$ cat config.mk
export PLATFORM = sky130hd
export DESIGN_NAME = golden_nonce_uart_tx
export DESIGN_NICKNAME = d
export VERILOG_FILES = /design/src/rtl/golden_nonce_uart_tx.sv
export SDC_FILE = /design/constraint.sdc
export NUM_CORES = 1
export LEC_CHECK = 0
export BUFFER_PORTS_ARGS = -buffer_cell sky130_fd_sc_hd__buf_2
export CELL_PAD_IN_SITES_DETAIL_PLACEMENT = 1
export CELL_PAD_IN_SITES_GLOBAL_PLACEMENT = 2
export CORE_MARGIN = 3
export CORE_UTILIZATION = 40
export DETAILED_ROUTE_END_ITERATION = 10
export PLACE_DENSITY = 0.85
export SYNTH_ARGS = -nofsm -noshare
export SYNTH_HDL_FRONTEND = slang
export SYNTH_SLANG_ARGS = --single-unit
$ cat constraint.sdc
create_clock -name hash_clk -period 2.6 [get_ports hash_clk]
set_input_delay 0.39 -clock hash_clk [delete_from_list [all_inputs] [get_ports hash_clk]]
set_output_delay 0.39 -clock hash_clk [all_outputs]
set_load 0.01 [all_outputs]
$ cat src/rtl/golden_nonce_uart_tx.sv
// Golden-nonce reporter: queues nonces from the miner in a small FIFO and
// sends each one to the host as four 8N1 UART bytes, least-significant byte first.
// Back-to-back nonces are sent with no idle bit between them. On the edge that
// ends the final stop bit, a waiting word is popped directly into START.
module golden_nonce_uart_tx #(
    parameter int CLKS_PER_BIT    = 868,
    parameter int FIFO_DEPTH_LOG2 = 2
) (
    input  logic                     hash_clk,
    input  logic                     reset,
    input  logic                     new_golden_ticket,
    input  logic [31:0]              golden_nonce,
    output logic                     uart_tx,
    output logic                     busy,
    output logic                     overflow,
    output logic [FIFO_DEPTH_LOG2:0] fifo_count
);
    localparam int DEPTH = 1 << FIFO_DEPTH_LOG2;
    localparam int PW    = FIFO_DEPTH_LOG2;
    localparam int CW    = (CLKS_PER_BIT > 1) ? $clog2(CLKS_PER_BIT) : 1;

    typedef enum logic [1:0] {S_IDLE, S_START, S_DATA, S_STOP} state_t;

    state_t        r_state, w_state_nx;
    logic [31:0]   r_mem [DEPTH];
    logic [PW-1:0] r_wr_ptr, r_rd_ptr;
    logic [PW:0]   r_count;
    logic          r_ovf;
    logic [31:0]   r_hold, w_hold_nx;
    logic [CW-1:0] r_baud, w_baud_nx;
    logic [2:0]    r_bit, w_bit_nx;
    logic [1:0]    r_byte, w_byte_nx;
    logic          r_tx, w_tx_nx;

    logic          w_baud_done, w_last_stop, w_nonempty, w_full;
    logic          w_pop, w_push, w_drop;
    logic [31:0]   w_head;
    logic [7:0]    w_cur_byte;
    logic [2:0]    w_bit_inc;

    assign w_baud_done = (r_baud == CW'(CLKS_PER_BIT - 1));
    assign w_last_stop = (r_state == S_STOP) && w_baud_done && (r_byte == 2'd3);
    assign w_nonempty  = (r_count != '0);
    assign w_full      = (r_count == (PW+1)'(DEPTH));
    // A word leaves the FIFO either from IDLE or straight out of the last stop bit.
    assign w_pop       = w_nonempty && ((r_state == S_IDLE) || w_last_stop);
    assign w_push      = new_golden_ticket && (!w_full || w_pop);
    assign w_drop      = new_golden_ticket && w_full && !w_pop;
    assign w_head      = r_mem[r_rd_ptr];
    assign w_cur_byte  = 8'(r_hold >> {r_byte, 3'b000});
    assign w_bit_inc   = r_bit + 3'd1;

    assign uart_tx    = r_tx;
    assign busy       = w_nonempty || (r_state != S_IDLE);
    assign overflow   = r_ovf;
    assign fifo_count = r_count;

    // FIFO storage; contents need no reset because the pointers define validity.
    always_ff @(posedge hash_clk) begin
        if (w_push) r_mem[r_wr_ptr] <= golden_nonce;
    end

    // FIFO pointers, occupancy and sticky overflow flag.
    always_ff @(posedge hash_clk) begin
        if (reset) begin
            r_wr_ptr <= '0;
            r_rd_ptr <= '0;
            r_count  <= '0;
            r_ovf    <= 1'b0;
        end else begin
            if (w_push) r_wr_ptr <= r_wr_ptr + PW'(1);
            if (w_pop)  r_rd_ptr <= r_rd_ptr + PW'(1);
            case ({w_push, w_pop})
                2'b10:   r_count <= r_count + (PW+1)'(1);
                2'b01:   r_count <= r_count - (PW+1)'(1);
                default: ;
            endcase
            if (w_drop) r_ovf <= 1'b1;
        end
    end

    // TX state register; uart_tx is registered so the line never glitches.
    always_ff @(posedge hash_clk) begin
        if (reset) begin
            r_state <= S_IDLE;
            r_baud  <= '0;
            r_bit   <= '0;
            r_byte  <= '0;
            r_hold  <= '0;
            r_tx    <= 1'b1;
        end else begin
            r_state <= w_state_nx;
            r_baud  <= w_baud_nx;
            r_bit   <= w_bit_nx;
            r_byte  <= w_byte_nx;
            r_hold  <= w_hold_nx;
            r_tx    <= w_tx_nx;
        end
    end

    // Next-state logic; the line value is computed for the state being entered.
    always_comb begin
        w_state_nx = r_state;
        w_baud_nx  = r_baud + CW'(1);
        w_bit_nx   = r_bit;
        w_byte_nx  = r_byte;
        w_hold_nx  = r_hold;
        w_tx_nx    = r_tx;
        case (r_state)
            S_IDLE: begin
                w_baud_nx = '0;
                w_tx_nx   = 1'b1;
                if (w_pop) begin
                    w_state_nx = S_START;
                    w_hold_nx  = w_head;
                    w_byte_nx  = 2'd0;
                    w_tx_nx    = 1'b0;
                end
            end
            S_START: begin
                if (w_baud_done) begin
                    w_state_nx = S_DATA;
                    w_baud_nx  = '0;
                    w_bit_nx   = 3'd0;
                    w_tx_nx    = w_cur_byte[0];
                end
            end
            S_DATA: begin
                if (w_baud_done) begin
                    w_baud_nx = '0;
                    if (r_bit == 3'd7) begin
                        w_state_nx = S_STOP;
                        w_tx_nx    = 1'b1;
                    end else begin
                        w_bit_nx = w_bit_inc;
                        w_tx_nx  = w_cur_byte[w_bit_inc];
                    end
                end
            end
            S_STOP: begin
                if (w_baud_done) begin
                    w_baud_nx = '0;
                    if (r_byte != 2'd3) begin
                        w_state_nx = S_START;
                        w_byte_nx  = r_byte + 2'd1;
                        w_tx_nx    = 1'b0;
                    end else if (w_pop) begin
                        w_state_nx = S_START;
                        w_hold_nx  = w_head;
                        w_byte_nx  = 2'd0;
                        w_tx_nx    = 1'b0;
                    end else begin
                        w_state_nx = S_IDLE;
                        w_tx_nx    = 1'b1;
                    end
                end
            end
            default: begin
                w_state_nx = S_IDLE;
                w_tx_nx    = 1'b1;
            end
        endcase
    end

endmodule
==> qor.yml <==
yosys:
  synth.most_common_cell: "edfxtp_1"
  synth_area_leaders: "edfxtp_1 49%, dfxtp_1 15%, mux4_2 11%, a21oi_2 3.3%, nand2_2 2.5%"
  synth_common_cells: "128 x edfxtp_1, 60 x dfxtp_1, 48 x nand2_1"
  synth_seq_area_share_pct: 63.74
  syn_avg_cell_area_sq_um: 14.96
  synth_edf_count: 128
  yosysTopAreaCellShare_pct: 48.56
  yosysTopAreaCell: "edfxtp_1"
  synth_seq_cells: 188
  synth.distinct_cells: 58
  syn_inst: 529
  netlist_area_sq_um: 7915
  synth_ff_type: "edfxtp_1"
  yosys_warnings: 0
  syn_nets: 577
  synth_async_sr_flop_share_pct: 0
worst_setup_path:
  critPathKind: "reg -> reg"
  worstPathArrival_ps: 2680
  cp_max_fo: 8
  end_kind: "flip-flop"
  worst-endpoint-required_ps: 2890
  cp-start-kind: "flip-flop"
clock_network:
  cts.sinks: 188
  clockBufferDepth: 2
  clkTransAtPathRegs_ps: 80
  cts_hold_buffers: 0
  root_buffer: "clkbuf_16"
  clkLatencyLatePin_ps: 440
  htree_levels: 4
  cts.repair.resized: 0
  cts_tree: "built"
  cts_made_buffers: 17
  cts_setup_buffers: 0
run_status:
  status: "complete, no violations"
die:
  design.portCount: 41
  die_y_um: 146.7
  die_area_sq_um: 21510
  num_rows: 50
  die_w_um: 146.7
  start_util_pct: 41.48
  core_area_sq_um: 19080
drt:
  ant_nets: 0
  dr.pass1.iters: 4
  drc: 0
  wl_per_cell_um: 18.93
  via_count: 4438
  wl_um: 16060
  drt-initial-drc-count: 259
  via_per_inst: 5.233
sta:
  finalHoldViolations: 0
  final.setup.worst_slack_ps: 212.4
  setup_viol: 0
  worst_pin_slew_ps: 743.2
  relSlewSlack_pct: 50.45
  layout_min_cycle_time_ps: 2388
  fin_tns_setup_ps: 0
  rsz0062_at_grt: "false"
  fin_skew_ps: 14.25
  clock.fmax_mhz: 418.8
  fin_crit_sh_pct: 91.83
  slew_viol_final: 0
worst_hold_path:
  hp-class: "in -> reg"
pwr:
  power.density_nw_per_um2: 1015
  p_leak_nw: 2.966
  ir_worst_vdd_uv: 513.7
  total_power_mw: 9.171
placed_design:
  dpl.hpwl_um: 10370
  dp_slack_ps: 139.0
  port_buffers: 40
  place_congestion: 0.7727
global_route:
  antenna_found_initial: 0
  gr-total-overflow: 0
  grt_pass1_vias: 4910
  grt_start_max_net_pins: 51
  grt_usage_pct: 16.01
  grt_first_pass_wirelength_um: 26720
cells_and_area:
  seqCellArea_sq_um: 5046
  layout-drive-gt1-share_pct: 34.01
  fin_nets: 623
  nFillCells: 1877
  multi_input_area_sq_um: 2646
  syn2layout_area_growth_pct: 14.15
  num_antenna_cells: 0
run:
  max-cap-violations: 0
power by group:
part           total (mW)  internal (mW)  switching, mW
logic                2.60           1.07           1.53
clock network        2.58           1.30           1.28
registers            3.99           3.67          0.314
total                9.17           6.04           3.13
layout by cell type, fill, tap and decap left out, types with 3 or more instances in the layout:
cell,Yosys,routed
nand2_2,32,32
buf_4,0,11
nor2_1,27,27
nand3_1,9,9
dfxtp_1,60,59
mux2i_1,8,8
inv_8,0,3
clkbuf_16,0,17
clkinv_8,0,4
and3_1,3,3
inv_1,10,10
inv_6,0,4
xor2_1,4,4
nand2b_1,3,3
a21oi_2,30,30
and2_1,8,7
xnor2_1,8,8
nor3_1,7,7
a31oi_1,5,5
edfxtp_1,128,128
mux4_2,38,38
a21oi_1,13,13
buf_2,11,40
buf_12,3,5
ha_1,12,12
nand2_1,48,48
o21ai_1,6,6
cell type report:
cell class              instances  share of cell area, %
well taps                     260                  3.601
multi-input cells             302                  29.29
repair buffers                 56                  4.238
flip-flops and latches        188                  55.85
clock buffers                  18                  4.750
clock inverters                14                  1.856
inverters                      10                 0.4155
metal layers:
metal / vias to the layer above / GRT usage, % / routed length, um
met2: 58 / 27.31 / 8342
met3: 22 / 3.724 / 440
met4: 0 / 4.939 / 228
met5: - / 0 / 0
met1: 2277 / 20.33 / 7045
li1: 2081 / - / -
flip-flops by register name, indices dropped and copies added, names as in the netlist, named ones only:
register	flops
r_byte	2
r_baud	10
r_wr_ptr	2
r_bit	3
r_hold	32
r_rd_ptr	2
fifo_count	3
r_mem	128
overflow	1
r_state	2
uart_tx	1
kinds of logic (layout without fill, tap and decap cells):
kind of cell    after synthesis  after routing  share of synthesized area [%]
compound gates               80             80                          8.315
simple gates                150            150                          9.659
fa+ha+maj                    13             13                          2.150
flops                       188            188                          63.74
buf+inv                      39             98                          2.845
mux                          47             47                          11.97
xor+xnor                     12             12                          1.328
critical path: stages (launching register included):
cell	delay, ps
dfxtp_1	370
ha_1	240
and2_2	290
a41oi_4	140
nor2_1	200
nand2_1	90
fa_1	390
nor2_1	150
nand2_1	90
a32oi_1	200
a21oi_1	90
stage by stage:
step / hold slack (ps) / instance area [sq um] / std cells / util [%]
floorplan: 429.7 / 7915 / 529 / -
global placement: 442.8 / 8437 / 816 / 44.22
detailed placement: 455.9 / 8437 / 816 / 44.22
CTS: 134.2 / 9034 / 848 / 47.34
global route: 142.3 / 9035 / 848 / 47.35
finish: 154.8 / 9035 / 848 / 47.35
worst paths after layout:
check	from	to	slack, ps	cells after the start
setup / recovery	r_baud[0]	fifo_count[2]	210	10
hold / removal	golden_nonce[13]	r_mem[0][13]	150	1
setup reg to reg	r_baud[0]	fifo_count[2]	210	10
hold reg to reg	r_hold[9]	r_hold[9]	460	2
(Power assumes the default switching activity.)
